<file path="src/rtl/sha256_w_window_reader.sv">
// SHA-256 W window reader: ping-pong store of packed 7-word windows,
// replayed one word per cycle, oldest word first.
module sha256_w_window_reader #(
    parameter int WORDS = 7,
    parameter int WIDTH = 32
) (
    input  logic                   CLK,
    input  logic                   RST,
    input  logic                   in_valid,
    output logic                   in_ready,
    input  logic [WORDS*WIDTH-1:0] block_in,
    output logic                   out_valid,
    input  logic                   out_ready,
    output logic [WIDTH-1:0]       w_out,
    output logic [2:0]             w_idx,
    output logic                   w_last,
    output logic                   busy
);

    localparam int IDXW = 3;
    localparam logic [IDXW-1:0] LAST = IDXW'(WORDS - 1);

    typedef enum logic [1:0] {
        EMPTY,
        ONE,
        FULL
    } state_t;

    state_t                 state;
    logic [WORDS*WIDTH-1:0] slot [2];
    logic                   wr_sel;
    logic                   rd_sel;
    logic [IDXW-1:0]        idx;

    logic                   accept;
    logic                   xfer;
    logic                   retire;
    logic [WORDS*WIDTH-1:0] cur;
    logic [WIDTH-1:0]       word;

    // Ready/valid decode only from the registered state: no out_ready -> in_ready path.
    assign in_ready  = (state != FULL);
    assign out_valid = (state != EMPTY);
    assign busy      = (state != EMPTY);

    assign accept = in_valid & in_ready;
    assign xfer   = out_valid & out_ready;
    assign retire = xfer & (idx == LAST);

    assign cur = slot[rd_sel];

    always_comb begin
        word = '0;
        for (int k = 0; k < WORDS; k++) begin
            if (idx == IDXW'(k)) begin
                word = cur[(WORDS-k)*WIDTH-1 -: WIDTH];
            end
        end
    end

    assign w_out  = out_valid ? word : '0;
    assign w_idx  = out_valid ? idx : '0;
    assign w_last = out_valid & (idx == LAST);

    always_ff @(posedge CLK or posedge RST) begin
        if (RST) begin
            state   <= EMPTY;
            wr_sel  <= 1'b0;
            rd_sel  <= 1'b0;
            idx     <= '0;
            slot[0] <= '0;
            slot[1] <= '0;
        end else begin
            if (accept) begin
                slot[wr_sel] <= block_in;
                wr_sel       <= ~wr_sel;
            end
            if (xfer) begin
                if (idx == LAST) begin
                    idx    <= '0;
                    rd_sel <= ~rd_sel;
                end else begin
                    idx <= idx + 1'b1;
                end
            end
            unique case (state)
                EMPTY: begin
                    if (accept) state <= ONE;
                end
                ONE: begin
                    if (accept && !retire) state <= FULL;
                    else if (!accept && retire) state <= EMPTY;
                end
                FULL: begin
                    if (retire) state <= ONE;
                end
                default: state <= EMPTY;
            endcase
        end
    end

endmodule

</file>
<file path="config.mk">
export PLATFORM = sky130hd
export DESIGN_NAME = sha256_w_window_reader
export DESIGN_NICKNAME = d
export VERILOG_FILES = /design/src/rtl/sha256_w_window_reader.sv
export SDC_FILE = /design/constraint.sdc
export NUM_CORES = 1
export LEC_CHECK = 0
export BUFFER_PORTS_ARGS = -buffer_cell sky130_fd_sc_hd__buf_2
export CORE_MARGIN = 5
export CORE_UTILIZATION = 35
export DETAILED_ROUTE_END_ITERATION = 10
export HOLD_SLACK_MARGIN = 0.12
export PLACE_DENSITY = 0.58
export SYNTH_ARGS = -nofsm -noshare
export SYNTH_HDL_FRONTEND = slang
export SYNTH_SLANG_ARGS = --single-unit
</file>
<file path="constraint.sdc">
create_clock -name CLK -period 16.2 [get_ports CLK]
set_input_delay 1.62 -clock CLK [delete_from_list [all_inputs] [get_ports CLK]]
set_output_delay 1.62 -clock CLK [all_outputs]
set_load 0.1 [all_outputs]
</file>
* After elaboration in Yosys (flattened, before gate mapping)
Cells that the tools add are included.
W data, S select, Z words.
** Word-level totals
- Register bits after elaboration :: 455
- Input bits :: 228
- Output and inout bits :: 39
- Logic and storage cells :: 61
** Operators by class
- $add $sub $neg :: 1
- $lt $le $gt $ge :: 3
- Eq/ne operators :: 12
- Mux-type cells :: 21
- Bitwise operators :: 8
- Reduce and logical (&&, ||, !) cells :: 10
** Operators by type and width (count)
- $mux W224 :: 4
- $bwmux W448 :: 1
- $mux W32 :: 8
- $demux W224 S1 :: 1
- $eq A3 B3 Y1 const B :: 3
- $mux W2 :: 4
- $eq A3 B2 Y1 const B :: 2
- $mux W3 :: 2
- $ne A2 B2 Y1 const B :: 3
- $pmux W2 S3 :: 1
- $and A1 B1 Y1 :: 4
- $ge A2 B2 Y1 const B :: 2
- $not A1 Y2 :: 2
- $add A3 B1 Y3 const B :: 1
- $eq A3 B1 Y1 const B :: 1
- $logic_and A1 B1 Y1 :: 3
- $logic_not A3 Y1 :: 1
- $ne A3 B3 Y1 const B :: 1
- $reduce_and A3 Y1 :: 1
- $eq A2 B1 Y1 const B :: 1
- $eq A2 B2 Y1 const B :: 1
- $logic_not A1 Y1 :: 2
- $logic_not A2 Y1 :: 1
- $lt A2 B1 Y1 const B :: 1
- other kinds (3) :: 4

* Depth between registers and ports, before layout
- Depth in word-level cells :: 12
- Gate-level depth with buffers :: 8
- Gate-level depth less buffers :: 5

* Worst setup path before layout
No wires, ideal clock.
- Kind :: reg2out
- From :: reg idx[0]
- To :: out w_out[10]
- Data arrival time :: 3.581 ns
- Required time :: 14.580 ns
- Slack :: 10.999 ns
- Stages on the path, launching flop included :: 9
- Path buffers :: 3
- Cells stage by stage :: dfrtp_1 buf_4 and2_2 ha_1 buf_4 clkbuf_8 a21oi_1 o31ai_1 a211oi_1
** Between the ends
- Longest elaborated chain between the ends :: 9
- Elaborated cells between the ends (all ways) :: 15
- Classes of those cells :: 6 x eq/ne; 8 x mux; 1 x reduce/logical
** RTL lines
- from (decl) :: line 33 : logic [IDXW-1:0] idx;
- from (signal assigned) :: line 83 : idx <= idx + 1'b1;
- $logic_not A3 Y1 :: line 55 : if (idx == IDXW'(k)) begin
- $mux W32 (6 in a row) :: line 55
- $mux W32 (*) :: line 55
- $mux W32 (*) :: line 61 : assign w_out = out_valid ? word : '0;
- to (decl) :: line 14 : output logic [WIDTH-1:0] w_out,
Mark *: on every way between the ends. The rest lies on a longest branch, timed or not.

* Final worst setup path
- From :: reg rd_sel
- To :: out w_out[17]
** Between the ends
- Longest elaborated chain between the ends :: 12
** RTL lines
- from (decl) :: line 32 : logic rd_sel;
- from (signal assigned) :: line 81 : rd_sel <= ~rd_sel;
- $not A1 Y2 (implied by the code) (*) :: line 50 : assign cur = slot[rd_sel];
- $mux W224 (implied by the code) (*) (3 in a row) :: line 50
- $mux W32 (6 in a row) :: line 55
- $mux W32 (*) :: line 55
- $mux W32 (*) :: line 61
Mark *: on every way between the ends. The rest lies on a longest branch, timed or not. The select of a mux whose other input is x is not followed.

==> metrics.md <==
| Metric | Value |
|---|---|
| Status | `finished clean` |
| Post-Synth XOR/XNOR Area | `0.1227%` |
| Core region area | `0.06047 sq mm` |
| Postcts setup bufs | `0` |
| Crit Path Max Fanout | `124` |
| Most common cell after layout, fill and taps aside | `mux2_2` |
| First-pass GRT wire length | `86,710 microns` |
| DR vias/cell | `5.180` |
| PwrDens | `242.1 mW/mm^2` |
| CTS tree | `yes` |
| Iteration count of the initial detailed-routing pass | `5` |
| Tcrit/Tclk final | `35.92%` |
| Drt drc | `0` |
| Number of DRC markers in iteration 0 | `533` |
| IR drop worst, VDD | `129.9 uV` |
| Initial antenna violation count | `21` |
| Seq/Total Area, Yosys | `53.16%` |
| Fillers | `5,651` |
| WL final | `56,930 microns` |
| Crit. End Element | `primary output` |
| Setup-failing EPs final | `0` |
| Post-CTS sizing | `0` |
| Pleak | `0.01049 uW` |
| Layout cells sized above 1 | `52.85%` |
| Setup_tns | `0 ns` |
| Pin count of the biggest net entering global routing | `177` |
| Ports | `267` |
| RSZ-0062 raised after global routing | `false` |
| Gr usage total | `16.64%` |
| Vias | `13,240` |
| Simple-gate share of the synthesized area | `1.758%` |
| Worst Path Arrival | `4.20 ns` |
| Top cells by area, synth | `dfrtp_1 (53%), mux2_2 (28%), mux2i_1 (6.0%)` |
| Area of the multi-input gates | `0.009102 sq mm` |
| Clk buf depth | `3` |
| CTS Buf Count | `51` |
| Mux contribution to synthesized area | `34.59%` |
| Complex-gate fraction of the synthesized area | `5.848%` |
| Slew HR | `20.77%` |
| Clock H-tree levels | `2` |
| Commonest cells after routing, fill and taps aside | `mux2_2 (527), dfrtp_1 (454), buf_2 (266)` |
| Die Ht | `257.4 microns` |
| Main combinational cell family by area after synthesis | `multiplexers` |
| Clk slew on worst S/H paths | `0.06 ns` |
| Final ANT Viol Nets | `0` |
| Worst setup margin | `10.38 ns` |
| Syn_nets | `1,739` |
| Synthesis-stage register bit count | `455` |
| Number of global-route vias before repair | `14,080` |
| Distinct cells, synth | `41` |
| Post-DP HPWL | `37,370 microns` |
| Cells after Synth | `1,510` |
| P&R area growth vs syn | `15.23%` |
| Worst Max-Slew Pin Slew | `1.188 ns` |
| Final Hold Slack | `0.4837 ns` |
| Yosys top cell area share | `53.16%` |
| CTS sink count | `455` |
| Hold_buf cts | `0` |
| Nets | `1,961` |
| PortBufs | `266` |
| Starting Density | `35.42%` |
| FF/Latch Area | `0.01139 sq mm` |
| Dpl ws | `10.87 ns` |
| Hold Vio Cnt, Final | `0` |
| Period minus WS final | `5.820 ns` |
| Final Max Slew Viols | `0` |
| WL/cell | `22.26 microns` |
| Clock Tree Root | `clkbuf_16` |
| Yosys top cell by area | `dfrtp_1` |
| Skew final | `0.02016 ns` |
| Die Wd | `257.4 microns` |
| Maximum clock rate | `171.8 MHz` |
| Netlist Area Pre-Place | `0.02142 sq mm` |
| Worst setup path class | `reg -> out` |
| Die area | `0.06624 sq mm` |
| GRT overflow | `0` |
| Total of max-cap violations | `0` |
| Clock Latency Late Sink | `0.58 ns` |
| Ys async rst share | `100.0%` |
| Syn avg cell area | `14.18 sq um` |
| Post-synthesis adder-cell area fraction | `0.05842%` |
| Main flop type after synthesis | `dfrtp_1` |
| Crit path required time | `14.58 ns` |
| Worst hold-check path type | `reg -> reg` |
| Post-synth EDFFs | `0` |
| RePlAce Congestion | `0.7567` |
| Row cnt | `90` |
| Warnings from Yosys | `0` |
| Startpoint Class | `flop` |
[sequential cells by signal, summed over array words and instances, names as in the netlist]
name / count
slot: 448
idx: 3
state: 2
rd_sel: 1
wr_sel: 1
[power by group]
part / leakage (uW) / internal, uW / switching [uW]
registers: 0.00535 / 1720 / 310
clock network: 0.000825 / 696 / 463
logic: 0.00431 / 1130 / 1650
total: 0.0105 / 3550 / 2420
[worst max-delay path, cell delays in order (launching register included)]
cell	delay, ns
dfrtp_4	0.86
buf_12	0.60
mux2i_1	0.29
o22ai_1	0.13
o31ai_1	0.84
a211oi_1	0.24
buf_2	0.37
[per-layer routing]
metal / track usage, % / wire length [microns]
met1: 24.74 / 27320
met2: 25.21 / 25700
met3: 3.657 / 2944
met4: 3.322 / 864
met5: 0 / 97
[Yosys cell counts (7+ instances only)]
cell,count
buf_6,22
mux2_2,527
nor2_2,31
nor2_1,7
o22ai_1,65
dfrtp_1,455
buf_2,43
mux2i_1,128
buf_4,23
a211oi_1,32
mux2_1,17
a21oi_1,65
clkbuf_8,18
o31ai_1,32
[metrics by stage]
stage / utilization (%) / power, uW / area [sq um] / instances
after floorplan: - / 4299 / 21420 / 1510
after global placement: 38.00 / 4770 / 22980 / 2461
after detailed placement: 38.00 / 4854 / 22980 / 2461
after CTS: 40.79 / 6034 / 24660 / 2551
after global routing: 40.81 / 6303 / 24680 / 2557
final: 40.81 / 5974 / 24680 / 2557
[final timing paths]
check | startpoint | endpoint | slack, ns | cells past startpoint
worst max-delay path | rd_sel | w_out[17] | 10.38 | 6
worst min-delay path | slot[290] | slot[290] | 0.48 | 1
worst max register to register | state[0] | slot[433] | 12.00 | 6
worst min register to register | slot[290] | slot[290] | 0.48 | 1
max in group asynchronous | RST | rd_sel | 13.20 | 3
min in group asynchronous | RST | slot[57] | 1.26 | 2
[final cells by class]
| class | instances | share of cell area, % |
|---|---|---|
| clock inverter | 17 | 0.8264 |
| timing repair buffer | 284 | 6.043 |
| inverter | 3 | 0.07605 |
| tap | 782 | 3.965 |
| multi-input combinational | 937 | 36.88 |
| antenna | 6 | 0.06084 |
| sequential | 455 | 46.15 |
| clock buffer | 73 | 5.993 |
[cell families after synthesis]
family / Yosys count
xor gates and xnor gates: 3
buffers and inverters: 118
DFF: 455
AOI/OAI and AO/OA: 201
adders and majority gates: 1
muxes: 672
and+or+nand+nor: 60
Note: power is estimated with default switching activity, not from simulation.
